**config.mk**
```make
export PLATFORM = sky130hd
export DESIGN_NAME = message_packer
export DESIGN_NICKNAME = d
export VERILOG_FILES = /design/src/rtl/message_packer.sv
export SDC_FILE = /design/constraint.sdc
export NUM_CORES = 2
export LEC_CHECK = 0
export ABC_AREA = 1
export BUFFER_PORTS_ARGS = -buffer_cell sky130_fd_sc_hd__buf_4
export CAP_MARGIN = 5
export CORE_MARGIN = 2
export CORE_UTILIZATION = 40
export DETAILED_ROUTE_END_ITERATION = 10
export PLACE_DENSITY = 0.59
export SETUP_SLACK_MARGIN = 0.05
export SLEW_MARGIN = 15
export SYNTH_ARGS = -nofsm -noshare
export SYNTH_HDL_FRONTEND = slang
export SYNTH_SLANG_ARGS = --single-unit
```
**constraint.sdc**
```tcl
create_clock -name clk -period 96.4 [get_ports clk]
set_input_delay 28.92 -clock clk [delete_from_list [all_inputs] [get_ports clk]]
set_output_delay 28.92 -clock clk [all_outputs]
set_load 0.02 [all_outputs]
```
**src/rtl/message_packer.sv**
```systemverilog
// Purpose: packs 16 x 32-bit words into one 512-bit block; the first word accepted lands in [511:480].
// Latency: block_valid rises the cycle after the edge that accepts the 16th word; sustains one word/cycle.
// Backpressure: word_ready drops only at cnt==15 while the output register is full and not draining.
//
// Ports:
//   clk, rst                  single clock, asynchronous active-high reset
//   word_in/_valid/_ready     32-bit word input handshake
//   block_out/_valid/_ready   512-bit block output handshake
//   word_count                words held in the assembly register (0..15)
module message_packer (
    input  logic         clk,
    input  logic         rst,
    input  logic [31:0]  word_in,
    input  logic         word_valid,
    output logic         word_ready,
    output logic [511:0] block_out,
    output logic         block_valid,
    input  logic         block_ready,
    output logic [3:0]   word_count
);

    logic [511:0] asm_q;
    logic [3:0]   cnt_q;
    logic         accept;
    logic         completing;
    logic         drain;

    // Only the completing word can stall: words 1..15 go into asm, which is
    // independent of the output register, so they never need to wait.
    always_comb begin
        word_ready = 1'b1;
        if (cnt_q == 4'd15 && block_valid && !block_ready) begin
            word_ready = 1'b0;
        end
    end

    assign accept     = word_valid && word_ready;
    assign completing = accept && (cnt_q == 4'd15);
    assign drain      = block_valid && block_ready;
    assign word_count = cnt_q;

    // Assembly register: shift left so the oldest word ends up in the top slot.
    always_ff @(posedge clk or posedge rst) begin
        if (rst) begin
            asm_q <= '0;
            cnt_q <= 4'd0;
        end else if (accept) begin
            asm_q <= {asm_q[479:0], word_in};
            cnt_q <= (cnt_q == 4'd15) ? 4'd0 : cnt_q + 4'd1;
        end
    end

    // Output register: a completing accept wins over a drain in the same
    // cycle, which is what gives gapless back-to-back blocks.
    always_ff @(posedge clk or posedge rst) begin
        if (rst) begin
            block_out   <= '0;
            block_valid <= 1'b0;
        end else if (completing) begin
            block_out   <= {asm_q[479:0], word_in};
            block_valid <= 1'b1;
        end else if (drain) begin
            block_valid <= 1'b0;
        end
    end

endmodule

```
==> results by group <==
Outcome
  • Status: finished clean

Critical path
  • Crit path from: block_ready
  • Worst path cell trace: buf_4 > inv_1 > nand3_1 > buf_4
  • CP max FO: 2
  • Critical-path top delay cell: buf_4
  • CP Launch Type: input pin
  • Setup crit end: word_ready
  • Most used cell along the critical path: buf_4
  • Slowest stage delay, CP: approximately 0.18 ns
  • R2R depth: 9
  • Crit path DAT: around 29 ns
  • R2R Path Start: word_count[0]
  • Critical path required time: roughly 67 ns
  • Crit path kind: in2out
  • R2R Setup Slk: between 90 and 100 ns
  • FF-to-FF End: block_out[278]
  • Critical Path End Type: primary output

Synth
  • Top cells by area, synth: dfrtp_1, o21ai_0, nand2_1
  • Synthesized cell area: about 37,000 sq um
  • Mapped Cells: between 3,000 and 4,000
  • Post-synthesis sequential area ratio: between 60% and 70%
  • Synthesized flop and latch total: around 1,000
  • Synth warn: 0
  • Net Count, Synth: between 3,000 and 4,000
  • Largest area contributor in the netlist: dfrtp_1
  • Library cells used by synthesis: 17
  • Syn avg cell area: 9.89 sq um
  • Area share of the largest cell type after synthesis: between 60% and 70%

Global route
  • GRT Util Overall: 20.6%
  • First-pass GRT wire length: 150 mm
  • Antenna violations before repair: 0
  • Vias in the first global route: 25,195
  • Grt total ovfl: 0
  • Pin count of the biggest net entering global routing: 241

Timing
  • # setup viols final: 0
  • Slew Limit Fails: 0
  • Final period util: 60.5%
  • RSZ-0062 raised after global routing: no
  • Skew final: approximately 0.020 ns
  • Hold_ws: between 0.4 and 0.5 ns
  • TNS Setup: 0 ns
  • Worst Tran Pin Value: roughly 1.1 ns
  • Fin. Hold Viols: 0
  • Fmax: 17.2 MHz
  • Relative slew slack: around 28%
  • Minimum clock period: 58.28 ns

Clocking
  • CTS Sinks: roughly 1,000
  • CTS tree: yes
  • H-tree depth: 3
  • Resized cells post-CTS: 0
  • CTS root buffer: clkbuf_16
  • CTS clk-pin slew, worst paths: roughly 0.060 ns
  • Clk_lat worst skew: between 0.6 and 0.7 ns
  • # Post-CTS Setup Buffers: 0
  • Total CTS buffers: 107
  • Clk buf depth: 3
  • Hold_buf cts: 0

Final layout
  • Number of antenna diodes: 0
  • P&R area growth vs syn: 22.4%
  • Fillers: around 8,600
  • Share of layout cells above drive strength 1: between 15 and 20%
  • Final nets: 4,244

Pwr
  • Net Sw Frac: about a third
  • Power Total: between 1 and 1.5 mW
  • PD cells: between 30 and 40 nW/um^2
  • Sw Pwr: roughly 0.47 mW
  • Sequential Power Share: roughly 42%
  • Pleak: roughly 22 nW
  • Clock power share: approximately 30%
  • Peak VDD IR: 0.0195 mV
  • Gate power share: 27.2%
  • Int Pwr: roughly 0.9 mW

Die
  • DIE HEIGHT: 308 um
  • Core area: about 92,000 sq um
  • Initial Utilization: between 40% and 50%
  • # IOs: 554
  • Die W: approximately 300 um
  • Num rows: about 110
  • Die Area: about 95,000 sq um

Drt
  • Initial DRC count: between 2,000 and 2,500
  • DR WL/cell: around 18 um
  • Routed wire length: ~97 mm
  • Final ANT Viol Nets: 0
  • Routed vias: between 20,000 and 30,000
  • DRT Pass-1 Iters: 7
  • Remaining DRCs: 0
  • Via density: 4.68

Place
  • Port Buf Inserts: between 500 and 600
  • DP HPWL: 67.1 mm
  • RD Place Congestion: 0.808

Min path
  • Worst min-delay path category: reg2reg

Job
  • Max cap viols: 0
-- sequential cells by signal (all words and copies together), names as in the netlist --
signal / count
block_out: 512
asm_q: 480
word_count: 4
block_valid: 1
-- cell families (layout without fill, tap and decap cells) --
group	after synthesis	after routing	share of synthesized area, %
flops	997	997	67.5
fa+ha+maj	1	1	0.0338
xor+xnor	1	1	0.0237
buf+inv	735	1289	8.68
simple gates	1010	1010	10.3
compound gates	996	996	13.5
-- cell usage after synthesis --
cell,count
ha_1,1
nand2_1,1001
buf_2,66
o21ai_0,846
nand3_1,5
nand4_1,1
dfrtp_1,997
inv_1,515
nor2_2,1
buf_4,50
xnor2_1,1
or2_2,1
nand3_2,1
clkbuf_1,80
buf_6,24
o21ai_1,149
o21ai_2,1
-- per-stage QoR --
stage               area (sq um)  std cells  setup WS (ns)  utilization [%]
floorplan                  37000       3740          38.31                -
global placement           41600       5284          38.09             45.4
detailed placement         41600       5284          38.12             45.4
CTS                        45300       5480          38.12             49.4
global route               45300       5480          38.09             49.4
finish                     45300       5480          38.12             49.4
-- worst max-delay path: cells and delay by family --
family	cells	cell delay [ns]
and+or+nand+nor	1	0.10
buffers and inverters	3	0.35
-- cells in the final DEF, fill, tap and decap left out, types with 2 or more instances in the layout --
cell type,synthesis,layout
o21ai_1,149,149
bufinv_16,0,10
inv_1,515,514
clkbuf_8,0,29
clkinv_2,0,15
clkbuf_16,0,109
buf_12,0,4
clkbuf_1,80,26
clkinv_8,0,2
o21ai_0,846,846
inv_6,0,3
buf_4,50,573
nand2_1,1001,1001
nand3_1,5,5
dfrtp_1,997,997
-- power by group through the flow --
stage          combinational (mW)  sequential [mW]  clock, mW
5_1_grt                     0.416            0.606      0.451
4_1_cts                     0.386            0.593      0.434
3_3_place_gp                0.380            0.596          0
6_report                    0.379            0.592      0.425
2_1_floorplan               0.102            0.682          0
3_5_place_dp                0.385            0.598          0
-- layout make-up --
type / count / area (sq um) / share of cell area [%]
timing repair buffer: 578 / 4390 / 9.70
clock buffer: 164 / 3220 / 7.12
tap: 1186 / 1480 / 3.28
multi-input combinational: 2008 / 8840 / 19.5
inverter: 515 / 1940 / 4.29
clock inverter: 32 / 450 / 0.995
sequential: 997 / 24900 / 55.1
-- worst min-delay path by stage --
stage / endpoint / from / cells past startpoint / slack (ns)
floorplan: asm_q[0] / asm_q[0] / 2 / 0.45
global placement: asm_q[287] / asm_q[287] / 2 / 0.46
detailed placement: asm_q[284] / asm_q[284] / 2 / 0.47
CTS: asm_q[30] / asm_q[30] / 2 / 0.49
global route: asm_q[294] / asm_q[294] / 2 / 0.50
finish: asm_q[119] / asm_q[119] / 2 / 0.48
-- layer usage --
metal | global-route usage, % | share of wire, %
met2 | 33.9 | 48
met5 | 0 | 0
met3 | 6.93 | 7.9
met1 | 25.8 | 41
met4 | 5.66 | 2.5
Power figures use the tool's default switching activity.
